===== src/rtl/addsub_arbiter.sv =====
// addsub_arbiter
//    Shares one WIDTH-bit adder/subtractor between two requesters. Requests
//    are sampled only while idle; contention is resolved round-robin (the
//    pointer resets to "last = 1", so requester 0 wins the first tie). The
//    granted operands are latched, computed in one cycle, and returned as a
//    registered result with a done pulse for the owner.
//
//    Ports
//       clk            rising-edge clock
//       rst_n          synchronous active-low reset
//       req0/req1      level requests, held until the matching ack
//       a0,b0,a1,b1    operands per requester
//       mode0/mode1    0 = A+B, 1 = A-B
//       ack0/ack1      one-cycle pulse: operands latched
//       done0/done1    one-cycle pulse: result/carry valid for that requester
//       result,carry   registered sum/difference and MSB carry-out
//       busy           high while an operation is in flight
//       overflow       signed overflow, only when ADDSUB_ARB_OVF_EN is defined
//
//    Optional feature macro: ADDSUB_ARB_OVF_EN (adds port overflow).
//
//    Output timing relative to the grant edge N:
//       ack  cycle N, busy cycles N+1..N+2, done/result cycle N+2,
//       earliest next grant at edge N+3.
//    All outputs are registered, so busy and done lag the state register by
//    one edge; the FSM is back in IDLE while done is visible.

module addsub_arbiter #(
   parameter int unsigned WIDTH = 8
) (
   input  logic             clk,
   input  logic             rst_n,
   input  logic             req0,
   input  logic             req1,
   input  logic [WIDTH-1:0] a0,
   input  logic [WIDTH-1:0] b0,
   input  logic [WIDTH-1:0] a1,
   input  logic [WIDTH-1:0] b1,
   input  logic             mode0,
   input  logic             mode1,
   output logic             ack0,
   output logic             ack1,
   output logic             done0,
   output logic             done1,
   output logic [WIDTH-1:0] result,
   output logic             carry,
`ifdef ADDSUB_ARB_OVF_EN
   output logic             overflow,
`endif
   output logic             busy
);

   typedef enum logic [1:0] {
      IDLE = 2'd0,
      EXEC = 2'd1,
      RESP = 2'd2
   } state_e;

   state_e           state_q, state_d;
   logic [WIDTH-1:0] a_q, a_d;
   logic [WIDTH-1:0] b_q, b_d;
   logic             mode_q, mode_d;
   logic             owner_q, owner_d;
   logic             last_q, last_d;
   logic             ack0_q, ack0_d;
   logic             ack1_q, ack1_d;
   logic             done0_q, done0_d;
   logic             done1_q, done1_d;
   logic [WIDTH-1:0] result_q, result_d;
   logic             carry_q, carry_d;
   logic             busy_q, busy_d;
`ifdef ADDSUB_ARB_OVF_EN
   logic             ovf_q, ovf_d;
`endif

   // Shared datapath: subtraction is A + ~B + 1, so carry = 1 means no borrow.
   logic [WIDTH-1:0] b_eff;
   logic [WIDTH:0]   sum_ext;
   logic             gnt1;

   always_comb begin
      b_eff   = mode_q ? ~b_q : b_q;
      sum_ext = {1'b0, a_q} + {1'b0, b_eff} + {{WIDTH{1'b0}}, mode_q};
   end

   always_comb begin
      state_d  = state_q;
      a_d      = a_q;
      b_d      = b_q;
      mode_d   = mode_q;
      owner_d  = owner_q;
      last_d   = last_q;
      ack0_d   = 1'b0;
      ack1_d   = 1'b0;
      done0_d  = 1'b0;
      done1_d  = 1'b0;
      result_d = result_q;
      carry_d  = carry_q;
      busy_d   = (state_q != IDLE);
`ifdef ADDSUB_ARB_OVF_EN
      ovf_d    = ovf_q;
`endif
      // Requester 1 wins when it is alone, or when both ask and 0 went last.
      gnt1     = req1 && (!req0 || !last_q);

      unique case (state_q)
         IDLE: begin
            if (req0 || req1) begin
               a_d     = gnt1 ? a1 : a0;
               b_d     = gnt1 ? b1 : b0;
               mode_d  = gnt1 ? mode1 : mode0;
               ack0_d  = !gnt1;
               ack1_d  = gnt1;
               owner_d = gnt1;
               last_d  = gnt1;
               state_d = EXEC;
            end
         end
         EXEC: begin
            result_d = sum_ext[WIDTH-1:0];
            carry_d  = sum_ext[WIDTH];
`ifdef ADDSUB_ARB_OVF_EN
            ovf_d    = (a_q[WIDTH-1] == b_eff[WIDTH-1]) &&
                       (sum_ext[WIDTH-1] != a_q[WIDTH-1]);
`endif
            state_d  = RESP;
         end
         RESP: begin
            done0_d = !owner_q;
            done1_d = owner_q;
            state_d = IDLE;
         end
         default: state_d = IDLE;
      endcase
   end

   always_ff @(posedge clk) begin
      if (!rst_n) begin
         state_q  <= IDLE;
         a_q      <= '0;
         b_q      <= '0;
         mode_q   <= 1'b0;
         owner_q  <= 1'b0;
         last_q   <= 1'b1;
         ack0_q   <= 1'b0;
         ack1_q   <= 1'b0;
         done0_q  <= 1'b0;
         done1_q  <= 1'b0;
         result_q <= '0;
         carry_q  <= 1'b0;
         busy_q   <= 1'b0;
`ifdef ADDSUB_ARB_OVF_EN
         ovf_q    <= 1'b0;
`endif
      end else begin
         state_q  <= state_d;
         a_q      <= a_d;
         b_q      <= b_d;
         mode_q   <= mode_d;
         owner_q  <= owner_d;
         last_q   <= last_d;
         ack0_q   <= ack0_d;
         ack1_q   <= ack1_d;
         done0_q  <= done0_d;
         done1_q  <= done1_d;
         result_q <= result_d;
         carry_q  <= carry_d;
         busy_q   <= busy_d;
`ifdef ADDSUB_ARB_OVF_EN
         ovf_q    <= ovf_d;
`endif
      end
   end

   assign ack0   = ack0_q;
   assign ack1   = ack1_q;
   assign done0  = done0_q;
   assign done1  = done1_q;
   assign result = result_q;
   assign carry  = carry_q;
   assign busy   = busy_q;
`ifdef ADDSUB_ARB_OVF_EN
   assign overflow = ovf_q;
`endif

endmodule


===== config.mk =====
export PLATFORM = sky130hd
export DESIGN_NAME = addsub_arbiter
export DESIGN_NICKNAME = d
export VERILOG_FILES = /design/src/rtl/addsub_arbiter.sv
export SDC_FILE = /design/constraint.sdc
export NUM_CORES = 1
export LEC_CHECK = 0
export CORE_ASPECT_RATIO = 0.9
export CORE_UTILIZATION = 30
export CTS_BUF_LIST = sky130_fd_sc_hd__clkbuf_2
export CTS_CLUSTER_SIZE = 16
export DETAILED_ROUTE_END_ITERATION = 10
export GPL_TIMING_DRIVEN = 0
export PLACE_DENSITY = 0.52
export SLEW_MARGIN = 5
export SYNTH_ARGS = -nofsm -noshare
export SYNTH_HDL_FRONTEND = slang
export SYNTH_SLANG_ARGS = --single-unit

===== constraint.sdc =====
create_clock -name clk -period 3.1 [get_ports clk]
set_input_delay 0.62 -clock clk [delete_from_list [all_inputs] [get_ports clk]]
set_output_delay 0.62 -clock clk [all_outputs]
set_load 0.02 [all_outputs]

==> key figures <==
Logic synthesis
  – Compound-gate portion of the synthesized area: 22.7%
  – Post-synth net total: 238
  – #FFs+latches synth: 35
  – Mean Syn Cell Area: 9.62 µm²
  – Cells after Synth: 192
  – Post-Synth XOR/XNOR Area: 3.79%
  – Post-synthesis mux area share: 10.0%
  – Mapped Area: 1850 µm²
  – Seq/Total Area, Yosys: 37.9%
  – Largest family of logic cells by synthesized area: compound AO/OA/AOI/OAI gates
  – Post-Synth Adder-Cell Area: 5.83%
  – Synth Area in Simple Gates: 15.4%
  – Synth warnings: 0
  – Synth unique cells: 41

Layout
  – Final net count: 296
  – Area Overhead vs Synth: 34.4%
  – Multi-input gate area: 1070 µm²
  – Fin util: 42.9%
  – Fillers: 613
  – Register Area: 701 µm²
  – Share of cells above drive strength 1: 7.17%
  – Ant. Diodes: 0

GRT
  – First-pass GRT wire length: 7540 µm
  – Remaining Overflow, GRT: 0
  – Initial antenna violation count: 0
  – Number of global-route vias before repair: 1613
  – Largest net degree at the start of global routing: 11
  – Total GRT Usage: 14.6%

Timing
  – Tmin final: 2050 ps
  – Endpoints failing setup: 0
  – Worst-Margin Slew: 469 ps
  – Fin Setup TNS: 0 ps
  – Fmax: 488 MHz
  – Period utilization: 66.1%
  – Final Hold Fails: 0
  – Clk_skew: 13.2 ps
  – Normalized max-slew margin: 68.7%
  – Pins over their slew limit: 0
  – RSZ-0062 raised after global routing: no

Critical path
  – WS Path Type: flip-flop to flip-flop
  – Crit path arrival time: 2370 ps
  – CP startpoint: mode_q
  – Req. time, crit path: 3420 ps
  – CP Capture Point: result[5]
  – CP Launch Type: flip-flop
  – R2r endpoint: result[5]
  – Crit. End Element: flip-flop
  – R2R Path Start: mode_q
  – R2r setup slk: 1050 ps
  – Worst-path fanout max: 9
  – Worst r2r path cells: 7

Place
  – Post-DP HPWL: 3290 µm
  – I/O Buffers: 51
  – Placer Congestion: 0.743

Status
  – Outcome: complete, no violations

CTS
  – Clk Latency, worst-skew pair: 390 ps
  – CTS max path bufs: 2
  – Post-CTS Setup Inserts: 0
  – TritonCTS Buffers: 5
  – CTS resizes: 0
  – H-tree Lvls: 2
  – Cts hold-fix bufs: 0
  – CTS tree: built
  – Clk slew on worst S/H paths: 170 ps
  – CTS Root Buffer Type: clkbuf_2
  – Clk sinks: 35

Floorplanning
  – IO Pins: 52
  – Core Box Area: 5790 µm²
  – Full die area: 6470 µm²
  – Die W: 84.7 µm
  – FP Rows: 26
  – Die Ht: 76.4 µm
  – Starting density of the core: 31.9%

Run
  – # Max-Cap Violations: 0

Route
  – # DRC: 0
  – DR WL/cell: 13.3 µm
  – Antenna-violating nets left: 0
  – Via count: 1571
  – 1st-iter DRT viols: 59
  – Length of the first detailed-routing pass in iterations: 6
  – Via density: 4.89
  – Final Routed Wirelength: 4270 µm

Power and ir drop
  – Pwr dens: 463 nW/µm²
  – Leakage: 0.00117 µW
  – Worst ir drop on vdd: 213 µV

Worst hold path
  – Worst min path class: flip-flop to flip-flop
metrics by stage:
| step | cell area, µm² | power [µW] | setup slack (ps) | instances | hold WS [ps] |
|---|---|---|---|---|---|
| floorplan | 1850 | 803 | 1230 | 192 | 414 |
| global placement | 2440 | 954 | 775 | 313 | 439 |
| detailed placement | 2440 | 952 | 784 | 313 | 445 |
| CTS | 2480 | 1170 | 1010 | 321 | 468 |
| global route | 2480 | 1240 | 883 | 321 | 488 |
| finish | 2480 | 1150 | 1050 | 321 | 465 |
power by group:
group          internal, µW  switching, µW  total, µW
sequential              499           29.3        528
combinational           208            204        412
clock                  54.2            154        209
critical path, cell delays in order, from the launching register on:
cell	delay, ps
dfxtp_1	360
buf_6	150
xor2_1	190
ha_1	300
a21o_1	230
a221o_1	380
a211o_1	300
o211ai_1	80
cell families after synthesis:
kind of cell | Yosys count
xor+xnor | 8
fa+ha+maj | 8
simple gates | 55
compound gates | 51
flops | 35
buf+inv | 17
mux | 18
cell type report:
type                    count  area share, %
plain buffers              13           2.57
well taps                  70           3.53
multi-input cells         140           43.0
clock buffers               6           1.21
clock inverters             2          0.302
flip-flops and latches     35           28.2
inverters                   4          0.605
repair buffers             51           20.6
cells in the final DEF (no fill, tap or decap), types with 4 or more instances in the layout:
cell type | synthesis | routed
and3_1 | 4 | 4
ha_1 | 7 | 7
clkbuf_1 | 6 | 6
xor2_1 | 7 | 7
nor2b_1 | 4 | 4
o21a_1 | 4 | 4
clkdlybuf4s50_1 | 0 | 51
dfxtp_1 | 35 | 35
buf_2 | 6 | 6
a21oi_1 | 5 | 5
o21ai_0 | 4 | 4
clkbuf_2 | 0 | 6
nand2_1 | 26 | 26
mux2i_1 | 17 | 17
o211a_1 | 19 | 19
inv_1 | 4 | 4
nand3_1 | 5 | 5
routing by layer:
layer  share of wire [%]  routed length (µm)  global-route usage [%]  up-vias
met5                   0                   0                       0        -
li1                    -                   -                       -      814
met4                 1.3                  57                    4.58        0
met3                 4.8                 205                    3.68        8
met1                  50                2130                    19.0      701
met2                  44                1880                    23.8       48
sequential cells by signal, summed over array words and instances, names as in the netlist:
register	cells
a_q	8
ack0	1
ack1	1
b_q	8
busy	1
carry	1
done0	1
done1	1
last_q	1
mode_q	1
owner_q	1
result	8
state_q	2
Yosys cell counts:
cell,n,share of area (%)
and4b_1,2,1.1
mux2i_1,17,9.2
nor4bb_1,1,0.54
nor3b_1,2,0.81
nand4b_1,1,0.47
a22o_2,1,0.54
nand2b_1,2,0.68
and3_1,4,1.4
xnor2_1,1,0.47
o31ai_1,1,0.41
a21oi_1,5,1.4
or3_1,1,0.34
clkbuf_1,6,1.2
a211o_1,2,0.95
dfxtp_1,35,38
a21o_1,1,0.41
nand2_1,26,5.3
buf_2,6,1.6
o21ai_0,4,1.1
o21a_1,4,1.6
fa_1,1,1.1
xor2_1,7,3.3
o211ai_1,3,1.2
a31o_2,2,0.95
o211a_1,19,10
and2_1,3,1.0
ha_1,7,4.7
nand3b_1,1,0.41
a311oi_1,1,0.47
nor2_1,2,0.41
nand3_1,5,1.4
a21boi_0,3,1.2
o31a_1,1,0.47
or2_2,1,0.34
mux2_4,1,0.81
a221o_1,1,0.54
inv_1,4,0.81
a31oi_1,2,0.68
a32oi_1,1,0.47
nor2b_1,4,1.4
buf_6,1,0.61
worst min-delay path by stage:
stage,start,end,slack (ps),cells past startpoint
after floorplan,owner_q,done0,410,1
after global placement,owner_q,done0,440,1
after detailed placement,owner_q,done0,450,1
after CTS,owner_q,done0,470,1
after global routing,owner_q,done0,490,1
final,owner_q,done0,460,1
Note: power is estimated with default switching activity, not from simulation.
